**src/rtl/core_pkg.sv**
```systemverilog
// Shared core definitions: load/store funct3 encodings, LSU state encoding,
// major opcodes shared with the controller, and the request legality check.
package core_pkg;

  // load funct3
  localparam logic [2:0] F3_LB  = 3'b000;
  localparam logic [2:0] F3_LH  = 3'b001;
  localparam logic [2:0] F3_LW  = 3'b010;
  localparam logic [2:0] F3_LBU = 3'b100;
  localparam logic [2:0] F3_LHU = 3'b101;
  // store funct3
  localparam logic [2:0] F3_SB  = 3'b000;
  localparam logic [2:0] F3_SH  = 3'b001;
  localparam logic [2:0] F3_SW  = 3'b010;

  // major opcodes decoded by the controller
  localparam logic [6:0] OPC_LOAD  = 7'b0000011;
  localparam logic [6:0] OPC_STORE = 7'b0100011;

  typedef enum logic [1:0] {
    ST_IDLE   = 2'b00,
    ST_ACCESS = 2'b01,
    ST_RESP   = 2'b10
  } lsu_state_t;

  // Legal funct3 for the direction, and natural alignment for the width.
  function automatic logic req_ok(input logic store, input logic [2:0] f3,
                                  input logic [1:0] lo);
    logic legal;
    logic aligned;
    if (store) legal = (f3 == F3_SB) || (f3 == F3_SH) || (f3 == F3_SW);
    else       legal = (f3 == F3_LB) || (f3 == F3_LH) || (f3 == F3_LW) ||
                       (f3 == F3_LBU) || (f3 == F3_LHU);
    case (f3[1:0])
      2'b01:   aligned = (lo[0] == 1'b0);
      2'b10:   aligned = (lo == 2'b00);
      default: aligned = 1'b1;
    endcase
    return legal && aligned;
  endfunction

endpackage

```
**src/rtl/lsu_align.sv**
```systemverilog
// Combinational byte-lane logic: store data replication and byte enables,
// load lane extraction with sign/zero extension. Kept standalone so a fetch
// path can reuse it.
module lsu_align
  import core_pkg::*;
(
  input  logic [2:0]  funct3,
  input  logic [1:0]  addr_lo,
  input  logic [31:0] wdata,
  input  logic [31:0] rdata,
  output logic [31:0] st_data,
  output logic [3:0]  st_be,
  output logic [31:0] ld_data
);

  logic [7:0]  ld_byte;
  logic [15:0] ld_half;

  // Store side: replicate the right-aligned datum on every lane, mask by BE.
  always_comb begin
    st_data = wdata;
    st_be   = 4'b1111;
    case (funct3[1:0])
      2'b00: begin
        st_data = {4{wdata[7:0]}};
        st_be   = 4'b0001 << addr_lo;
      end
      2'b01: begin
        st_data = {2{wdata[15:0]}};
        st_be   = 4'b0011 << addr_lo;
      end
      default: ;
    endcase
  end

  // Load side: pick the addressed lane, then extend per funct3.
  always_comb begin
    case (addr_lo)
      2'b00:   ld_byte = rdata[7:0];
      2'b01:   ld_byte = rdata[15:8];
      2'b10:   ld_byte = rdata[23:16];
      default: ld_byte = rdata[31:24];
    endcase
    ld_half = addr_lo[1] ? rdata[31:16] : rdata[15:0];
    case (funct3)
      F3_LB:   ld_data = {{24{ld_byte[7]}}, ld_byte};
      F3_LH:   ld_data = {{16{ld_half[15]}}, ld_half};
      F3_LBU:  ld_data = {24'h0, ld_byte};
      F3_LHU:  ld_data = {16'h0, ld_half};
      default: ld_data = rdata;
    endcase
  end

endmodule

```
**src/rtl/data_mem_if.sv**
```systemverilog
// Load/store unit: one handshake transaction on the data-memory bus per
// controller request, with lane steering and load extension via lsu_align.
// Optional macro DMEM_TIMEOUT_EN aborts an access after TIMEOUT cycles
// without MEM_ACK.
module data_mem_if
  import core_pkg::*;
#(
  parameter int AW      = 32,
  parameter int DW      = 32,
  parameter int TIMEOUT = 16
) (
  input  logic          CLK,
  input  logic          RST_N,
  input  logic          RREQ,
  input  logic          CWE,
  input  logic [2:0]    FUNCT3,
  input  logic [AW-1:0] ADDR,
  input  logic [DW-1:0] WDATA,
  output logic          RDY,
  output logic [DW-1:0] RDATA,
  output logic          ERR,
  output logic [AW-1:0] MEM_ADDR,
  output logic [DW-1:0] MEM_WDATA,
  output logic [3:0]    MEM_BE,
  output logic          MEM_RE,
  output logic          MEM_WE,
  input  logic [DW-1:0] MEM_RDATA,
  input  logic          MEM_ACK
);

  lsu_state_t state, state_nxt;

  logic       accept;
  logic       ok;
  logic       tmo;
  logic [2:0] f3_q;
  logic [1:0] lo_q;
  logic       load_q;
  logic       both_q;
  logic [2:0] sel_f3;
  logic [1:0] sel_lo;
  logic [31:0] st_data, ld_data;
  logic [3:0]  st_be;

  assign accept = (state == ST_IDLE) && (RREQ || CWE);
  // a store wins when both pulses arrive together
  assign ok     = req_ok(CWE, FUNCT3, ADDR[1:0]);

  // Steering is only needed at acceptance (live inputs); extraction only
  // during ACCESS (latched request), so one aligner serves both.
  assign sel_f3 = (state == ST_IDLE) ? FUNCT3    : f3_q;
  assign sel_lo = (state == ST_IDLE) ? ADDR[1:0] : lo_q;

  lsu_align u_align (
    .funct3  (sel_f3),
    .addr_lo (sel_lo),
    .wdata   (WDATA),
    .rdata   (MEM_RDATA),
    .st_data (st_data),
    .st_be   (st_be),
    .ld_data (ld_data)
  );

`ifdef DMEM_TIMEOUT_EN
  localparam int CW = $clog2(TIMEOUT + 1);
  logic [CW-1:0] cnt;

  // Access-cycle counter, cleared on entry to ACCESS.
  always_ff @(posedge CLK or negedge RST_N) begin
    if (!RST_N)                                   cnt <= '0;
    else if (accept)                              cnt <= '0;
    else if (state == ST_ACCESS && cnt != CW'(TIMEOUT)) cnt <= cnt + 1'b1;
  end

  // this edge closes the TIMEOUT-th access cycle
  assign tmo = (cnt == CW'(TIMEOUT - 1));
`else
  assign tmo = 1'b0;
`endif

  // State register.
  always_ff @(posedge CLK or negedge RST_N) begin
    if (!RST_N) state <= ST_IDLE;
    else        state <= state_nxt;
  end

  // Next-state logic.
  always_comb begin
    state_nxt = state;
    case (state)
      ST_IDLE:   if (accept) state_nxt = ok ? ST_ACCESS : ST_RESP;
      ST_ACCESS: if (MEM_ACK || tmo) state_nxt = ST_RESP;
      ST_RESP:   state_nxt = ST_IDLE;
      default:   state_nxt = ST_IDLE;
    endcase
  end

  // Request latch, bus drive, and result/status registers.
  always_ff @(posedge CLK or negedge RST_N) begin
    if (!RST_N) begin
      RDY       <= 1'b1;
      ERR       <= 1'b0;
      RDATA     <= '0;
      MEM_ADDR  <= '0;
      MEM_WDATA <= '0;
      MEM_BE    <= '0;
      MEM_RE    <= 1'b0;
      MEM_WE    <= 1'b0;
      f3_q      <= '0;
      lo_q      <= '0;
      load_q    <= 1'b0;
      both_q    <= 1'b0;
    end else begin
      case (state)
        ST_IDLE: if (accept) begin
          RDY    <= 1'b0;
          f3_q   <= FUNCT3;
          lo_q   <= ADDR[1:0];
          load_q <= !CWE;
          both_q <= RREQ && CWE;
          // an illegal request reports its error on entering RESP
          ERR    <= !ok;
          if (ok) begin
            MEM_ADDR <= {ADDR[AW-1:2], 2'b00};
            MEM_RE   <= !CWE;
            MEM_WE   <= CWE;
            if (CWE) begin
              MEM_WDATA <= st_data;
              MEM_BE    <= st_be;
            end else begin
              MEM_BE    <= 4'b0000;
            end
          end
        end
        ST_ACCESS: begin
          if (MEM_ACK) begin
            MEM_RE <= 1'b0;
            MEM_WE <= 1'b0;
            ERR    <= both_q;
            if (load_q) RDATA <= ld_data;
          end else if (tmo) begin
            MEM_RE <= 1'b0;
            MEM_WE <= 1'b0;
            ERR    <= 1'b1;
          end
        end
        ST_RESP: RDY <= 1'b1;
        default: ;
      endcase
    end
  end

endmodule
```
**config.mk**
```make
export PLATFORM = sky130hd
export DESIGN_NAME = data_mem_if
export DESIGN_NICKNAME = d
export VERILOG_FILES = /design/src/rtl/core_pkg.sv /design/src/rtl/lsu_align.sv /design/src/rtl/data_mem_if.sv
export SDC_FILE = /design/constraint.sdc
export NUM_CORES = 1
export LEC_CHECK = 0
export ABC_AREA = 1
export BUFFER_PORTS_ARGS = -buffer_cell sky130_fd_sc_hd__buf_4
export CORE_AREA = 2 2 114 116
export CTS_BUF_LIST = sky130_fd_sc_hd__clkbuf_8
export DETAILED_ROUTE_END_ITERATION = 10
export DIE_AREA = 0 0 116 118
export HOLD_SLACK_MARGIN = 0.08
export PLACE_DENSITY = 0.79
export SYNTH_ARGS = -nofsm -noshare
export SYNTH_HDL_FRONTEND = slang
export SYNTH_SLANG_ARGS = --single-unit
```
**constraint.sdc**
```tcl
create_clock -name CLK -period 1.5 [get_ports CLK]
set_input_delay 0.225 -clock CLK [delete_from_list [all_inputs] [get_ports CLK]]
set_output_delay 0.225 -clock CLK [all_outputs]
set_load 0.02 [all_outputs]
```
; Word level (Yosys, flattened, before mapping)
; Index checks and enable logic that the tools add are counted.
[word_totals]
register_bits = 111
wordCells = 85
output_inout_bits = 104
[op_classes]
bitwise = 1
n_reduce_logical = 26
muxes = 26
n_shift = 2
n_eq_ne = 17
[op_table]
columns = op, count
row1 = $pmux 32 s4, 1
row2 = $pmux 32 s2, 1
row3 = $pmux 8 s3, 1
row4 = $mux 16, 1
row5 = $eq 3x3->1 const B, 4
row6 = $pmux 1 s2, 5
row7 = $mux 1, 9
row8 = $reduce_and 3->1, 3
row9 = $eq 2x1->1 const B, 4
row10 = $logic_not 2->1, 4
row11 = $mux 2, 4
row12 = $pmux 4 s2, 1
row13 = $reduce_and 4->1, 2
row14 = $eq 2x2->1 const B, 3
row15 = $eq 3x1->1 const B, 2
row16 = $logic_not 3->1, 2
row17 = $ne 2x2->1 const B, 3
row18 = $reduce_and 2->1, 3
row19 = $logic_or 1x1->1, 5
row20 = $mux 4, 1
row21 = $pmux 2 s2, 1
row22 = $reduce_bool 2->1, 2
row23 = $shl 1x2->4 const A, 1
row24 = $shl 2x2->4 const A, 1
row25 = other kinds (5), 8

; Depth between registers and ports, before layout
[logic_depth]
ltp_word = 10
depth_mapped = 12

; Cells and area by module
; A second synthesis with hierarchy kept.
[hier_totals]
hier_cells = 754
hier_area_um2 = 5870.6
[by_module_without_submodules]
columns = mod, cells_per_inst, seq_area_each_um2, area_per_inst_um2, instances
row1 = data_mem_if, 516, 2778.9, 4782.1, 1
row2 = lsu_align, 238, 0.0, 1088.5, 1

; Least setup slack after synthesis
; Ideal clock, no wire load.
[synth_timing]
path_type = flip-flop to flip-flop
startpoint = reg state[0]
endpoint = reg RDATA[18]
arrival_ns = 1.473
path_buffers = 1
period_less_slack_ns = 1.586
setup_slack_ns = -0.086
setup_time_ns = 0.113
path_stages_with_launch = 12
path_cell_list = dfrtp_1 > nor2_4 > nand2_1 > o21ai_2 > nor2_4 > inv_4 > nor2_4 > nand3_4 > buf_6 > nand3_2 > nand2_1 > inv_1
[synth_via]
elab_chain_len = 5
elab_cells_between_ends = 15
classes_between = 6 x eq/ne / 5 x mux / 4 x reduce/logical
[synth_rtl]
columns = element, line
row1 = "start, declared", data_mem_if.sv:31  ; lsu_state_t state, state_nxt;
row2 = "start signal, assigned", data_mem_if.sv:84  ; else state <= state_nxt;
row3 = $logic_not 2->1, "data_mem_if.sv:51, data_mem_if.sv:52"
row4 = $mux 2, data_mem_if.sv:52  ; assign sel_lo = (state == ST_IDLE) ? ADDR[1:0] : lo_q;
row5 = "$eq 2x2->1, or another cell as far along", lsu_align.sv:38  ; case (addr_lo)
row6 = $pmux 8 s3, lsu_align.sv:38
row7 = $pmux 32 s4, lsu_align.sv:45  ; case (funct3)
row8 = "end signal, assigned", data_mem_if.sv:140  ; if (load_q) RDATA <= ld_data;
row9 = "end, declared", data_mem_if.sv:20  ; output logic [DW-1:0] RDATA,
; Parallel ways exist; a longest one is shown, timed or not.
; A chain may end at the register's enable or synchronous reset.

; Final worst setup path
[layout_timing]
startpoint = reg state[1]
endpoint = reg MEM_WDATA[22]
[layout_via]
elab_chain_len = 4
elab_cells_between_ends = 7
classes_between = 1 x eq/ne / 2 x mux / 4 x reduce/logical
[layout_rtl]
columns = element, line
row1 = $logic_not 2->1 (*), "data_mem_if.sv:45, data_mem_if.sv:51, data_mem_if.sv:114"
row2 = $mux 3, data_mem_if.sv:51  ; assign sel_f3 = (state == ST_IDLE) ? FUNCT3 : f3_q;
row3 = $eq 2x1->1 or $logic_not 2->1 (tied branches), lsu_align.sv:23  ; case (funct3[1:0])
row4 = $pmux 32 s2, lsu_align.sv:23
row5 = "end signal, assigned", data_mem_if.sv:128  ; MEM_WDATA <= st_data;
row6 = "end, declared", data_mem_if.sv:23  ; output logic [DW-1:0] MEM_WDATA,
; Every way passes the cells marked *; elsewhere a longest branch is shown, timed or not.

==> results.txt <==
Run status: finished with violations
Failing checks: setup timing
Worst Setup SP: state[1]
Hold Slack: 87.66 ps
Iteration-0 DRC Markers: 580
Vias: 6434
R2R Path End: MEM_WDATA[22]
Mean Syn Cell Area: 7.381 um2
TNS Setup: -17850 ps
WS Path Type: reg -> reg
H-tree levels: 3
Tcrit/Tclk final: 116.9%
Hpwl dp: 11.96 mm
Synthesized flop and latch total: 111
R2R cell count: 12
DR vias/cell: 5.102
CP max FO: 8
Root Driver: clkbuf_8
CTS clk-pin slew, worst paths: 130 ps
Gr ovfl total: 0
VDD IR max: 0.001252 V
Ys Warns: 0
CTS tree: built
Total GRT Usage: 29.19%
Syn Inst Count: 775
Share of layout cells above drive strength 1: 46.28%
Hold Path End: MEM_WDATA[28]
Port Buffers: 205
CTS sink count: 111
Register area share after synthesis: 48.58%
Remaining DRCs: 0
Post-layout minimum cycle time: 1753 ps
Lkg Pwr: 0.005313 uW
Synth unique cells: 32
TritonRoute pass-1 iters: 5
Die X: 116 um
Initial Utilization: 46.08%
Post-synth EDFFs: 0
Hold path cells: 3
Cell Pwr Density: 1992 nW/um2
Wire per inst: 16.93 um
Max-cap violations: 0
Most common flop cell mapped by yosys: dfrtp_1
Number of cell rows: 41
# diodes: 0
Worst reg2reg setup slack: -250 ps
Startpoint Class: flop
Initial antenna violation count: 0
Reg2Reg Launch Point: state[1]
Via count of the first global-routing pass: 6324
Final-report setup violation count: 102
Worst Hold Class: in -> reg
Routed WL: 21.35 mm
Maximum clock rate: 0.5705 GHz
Cell area after synthesis: 5720 um2
Nets: 1191
First-pass GRT wire length: 31.18 mm
Post-DRT Antenna Nets: 0
CP Capture Type: flop
Latest clock arrival within the worst-skew pair: 420 ps
CP Data Arrival Time: 2070 ps
Chip Height: 118 um
HP Start: WDATA[12]
Final Slew Violations: 0
Worst EP required: 1810 ps
Pre-CTS setup slack: -288.7 ps
Fillcell total: 816
Total CTS buffers: 9
Final hold viol count: 0
Async SR Flop Fraction: 100.0%
Largest net degree at the start of global routing: 49
Die footprint: 13690 um2
RSZ-0062 raised after global routing: true
Clk_skew: 26.60 ps
Finished Core Util: 77.98%
Synthesis-to-layout area growth: 69.23%
Setup ws final: -252.9 ps
Core area: 12410 um2
IO Count: 208
GPL Wtd Cong: 0.8672
CTS max path bufs: 2
## cells by family (layout without fill, tap and decap cells)
kind of cell,Yosys count,in the layout,share of synthesized area (%)
buffers and inverters,133,444,9.602
AO/OA/AOI/OAI,134,135,12.16
flip-flops,111,111,48.58
other,1,2,0.06555
adder cells (fa/ha/maj),3,3,0.6562
AND/OR/NAND/NOR,393,394,28.94
## worst max-delay path by stage
stage / depth (start not counted) / slack (ps) / end
after floorplan: 10 / -50 / RDATA[18]
after global placement: 9 / -250 / MEM_WDATA[26]
after detailed placement: 11 / -290 / MEM_ADDR[2]
after CTS: 10 / -210 / RDATA[28]
after global routing: 12 / -350 / RDATA[10]
final: 12 / -250 / MEM_WDATA[22]
## routing by layer
metal	vias to the layer above	GRT usage, %	wire [um]	share of wire (%)
met2	321	49.05	10870	51
met5	-	0	0	0
li1	3020	-	-	-
met3	65	5.355	1316	6.2
met4	0	13.32	827	3.9
met1	3028	36.11	8339	39
## sequential cells by signal, summed over array words and instances, names as in the netlist
signal / count
lo_q: 2
RDATA: 32
MEM_RE: 1
MEM_WDATA: 32
ERR: 1
load_q: 1
f3_q: 3
MEM_ADDR: 30
RDY: 1
MEM_WE: 1
MEM_BE: 4
state: 2
both_q: 1
## cell type report
class / instances / area, um2 / share of cell area, %
flip-flops and latches: 111 / 2780 / 28.72
repair buffers: 334 / 3060 / 31.61
clock inverters: 7 / 70.07 / 0.7238
well taps: 172 / 215.2 / 2.223
inverters: 94 / 359.1 / 3.709
clock buffers: 9 / 123.9 / 1.280
multi-input cells: 534 / 3072 / 31.73
## worst max-delay path, cell delays in order (launching register included)
cell and delay (ps):
dfrtp_1 460, inv_2 140, nand2_8 90, buf_6 130, nor2_4 90, inv_2 50, nor2_4 130, inv_4 50
buf_12 130, buf_8 130, buf_16 140, nand2_4 60, nand2_2 50
## cell usage after synthesis (all sizes together) (3+ instances only)
library cell / n / area [um2]
a21oi: 15 / 75.07
clkbuf: 16 / 61.30
buf: 23 / 131.4
nand3: 28 / 207.7
dfrtp: 110 / 2753
inv: 92 / 347.8
ha: 3 / 37.54
or2: 16 / 100.1
nor2: 9 / 56.30
o21ai: 110 / 554.3
nand2: 338 / 1276
o211ai: 6 / 45.04
## stage by stage
step | instance area [um2] | total power (uW) | cells
CTS | 9285 | 18020 | 1261
detailed placement | 7871 | 14900 | 1173
floorplan | 5766 | 10560 | 776
finish | 9681 | 19290 | 1261
global route | 9681 | 20400 | 1261
global placement | 7871 | 14750 | 1173
## layout by cell type, fill, tap and decap left out, types with 4 or more instances in the layout
master / count
buf_4: 242
nand2_1: 220
dfrtp_1: 109
inv_1: 85
nand2_2: 84
o21ai_0: 58
dlygate4sd3_1: 41
o21ai_1: 38
nand2_4: 33
buf_6: 24
buf_12: 17
nand3_2: 16
or2_2: 16
o21ai_2: 11
nand3_1: 10
clkbuf_8: 9
a21oi_2: 8
a21oi_1: 7
nor2_4: 6
o211ai_1: 6
inv_2: 5
buf_16: 5
o21ai_4: 4
## repair_timing
item | CTS | global route
gates resized for setup | 139 | 143
pin swaps | 38 | 35
setup buffers | 16 | 3
endpoints found under the setup margin | 101 | 111
hold buffers | 41 | 0
hold endpoints to repair | 150 | 0
cloned | 15 | 3
## power breakdown
| part | internal (uW) | leakage, uW | switching (uW) | total (uW) |
|---|---|---|---|---|
| logic | 5160 | 0.00384 | 6740 | 11900 |
| clock network | 658 | 0.000101 | 1200 | 1860 |
| registers | 4460 | 0.00137 | 1080 | 5530 |
| total | 10300 | 0.00531 | 9010 | 19300 |
No activity file was read; power rests on OpenSTA's default activity.
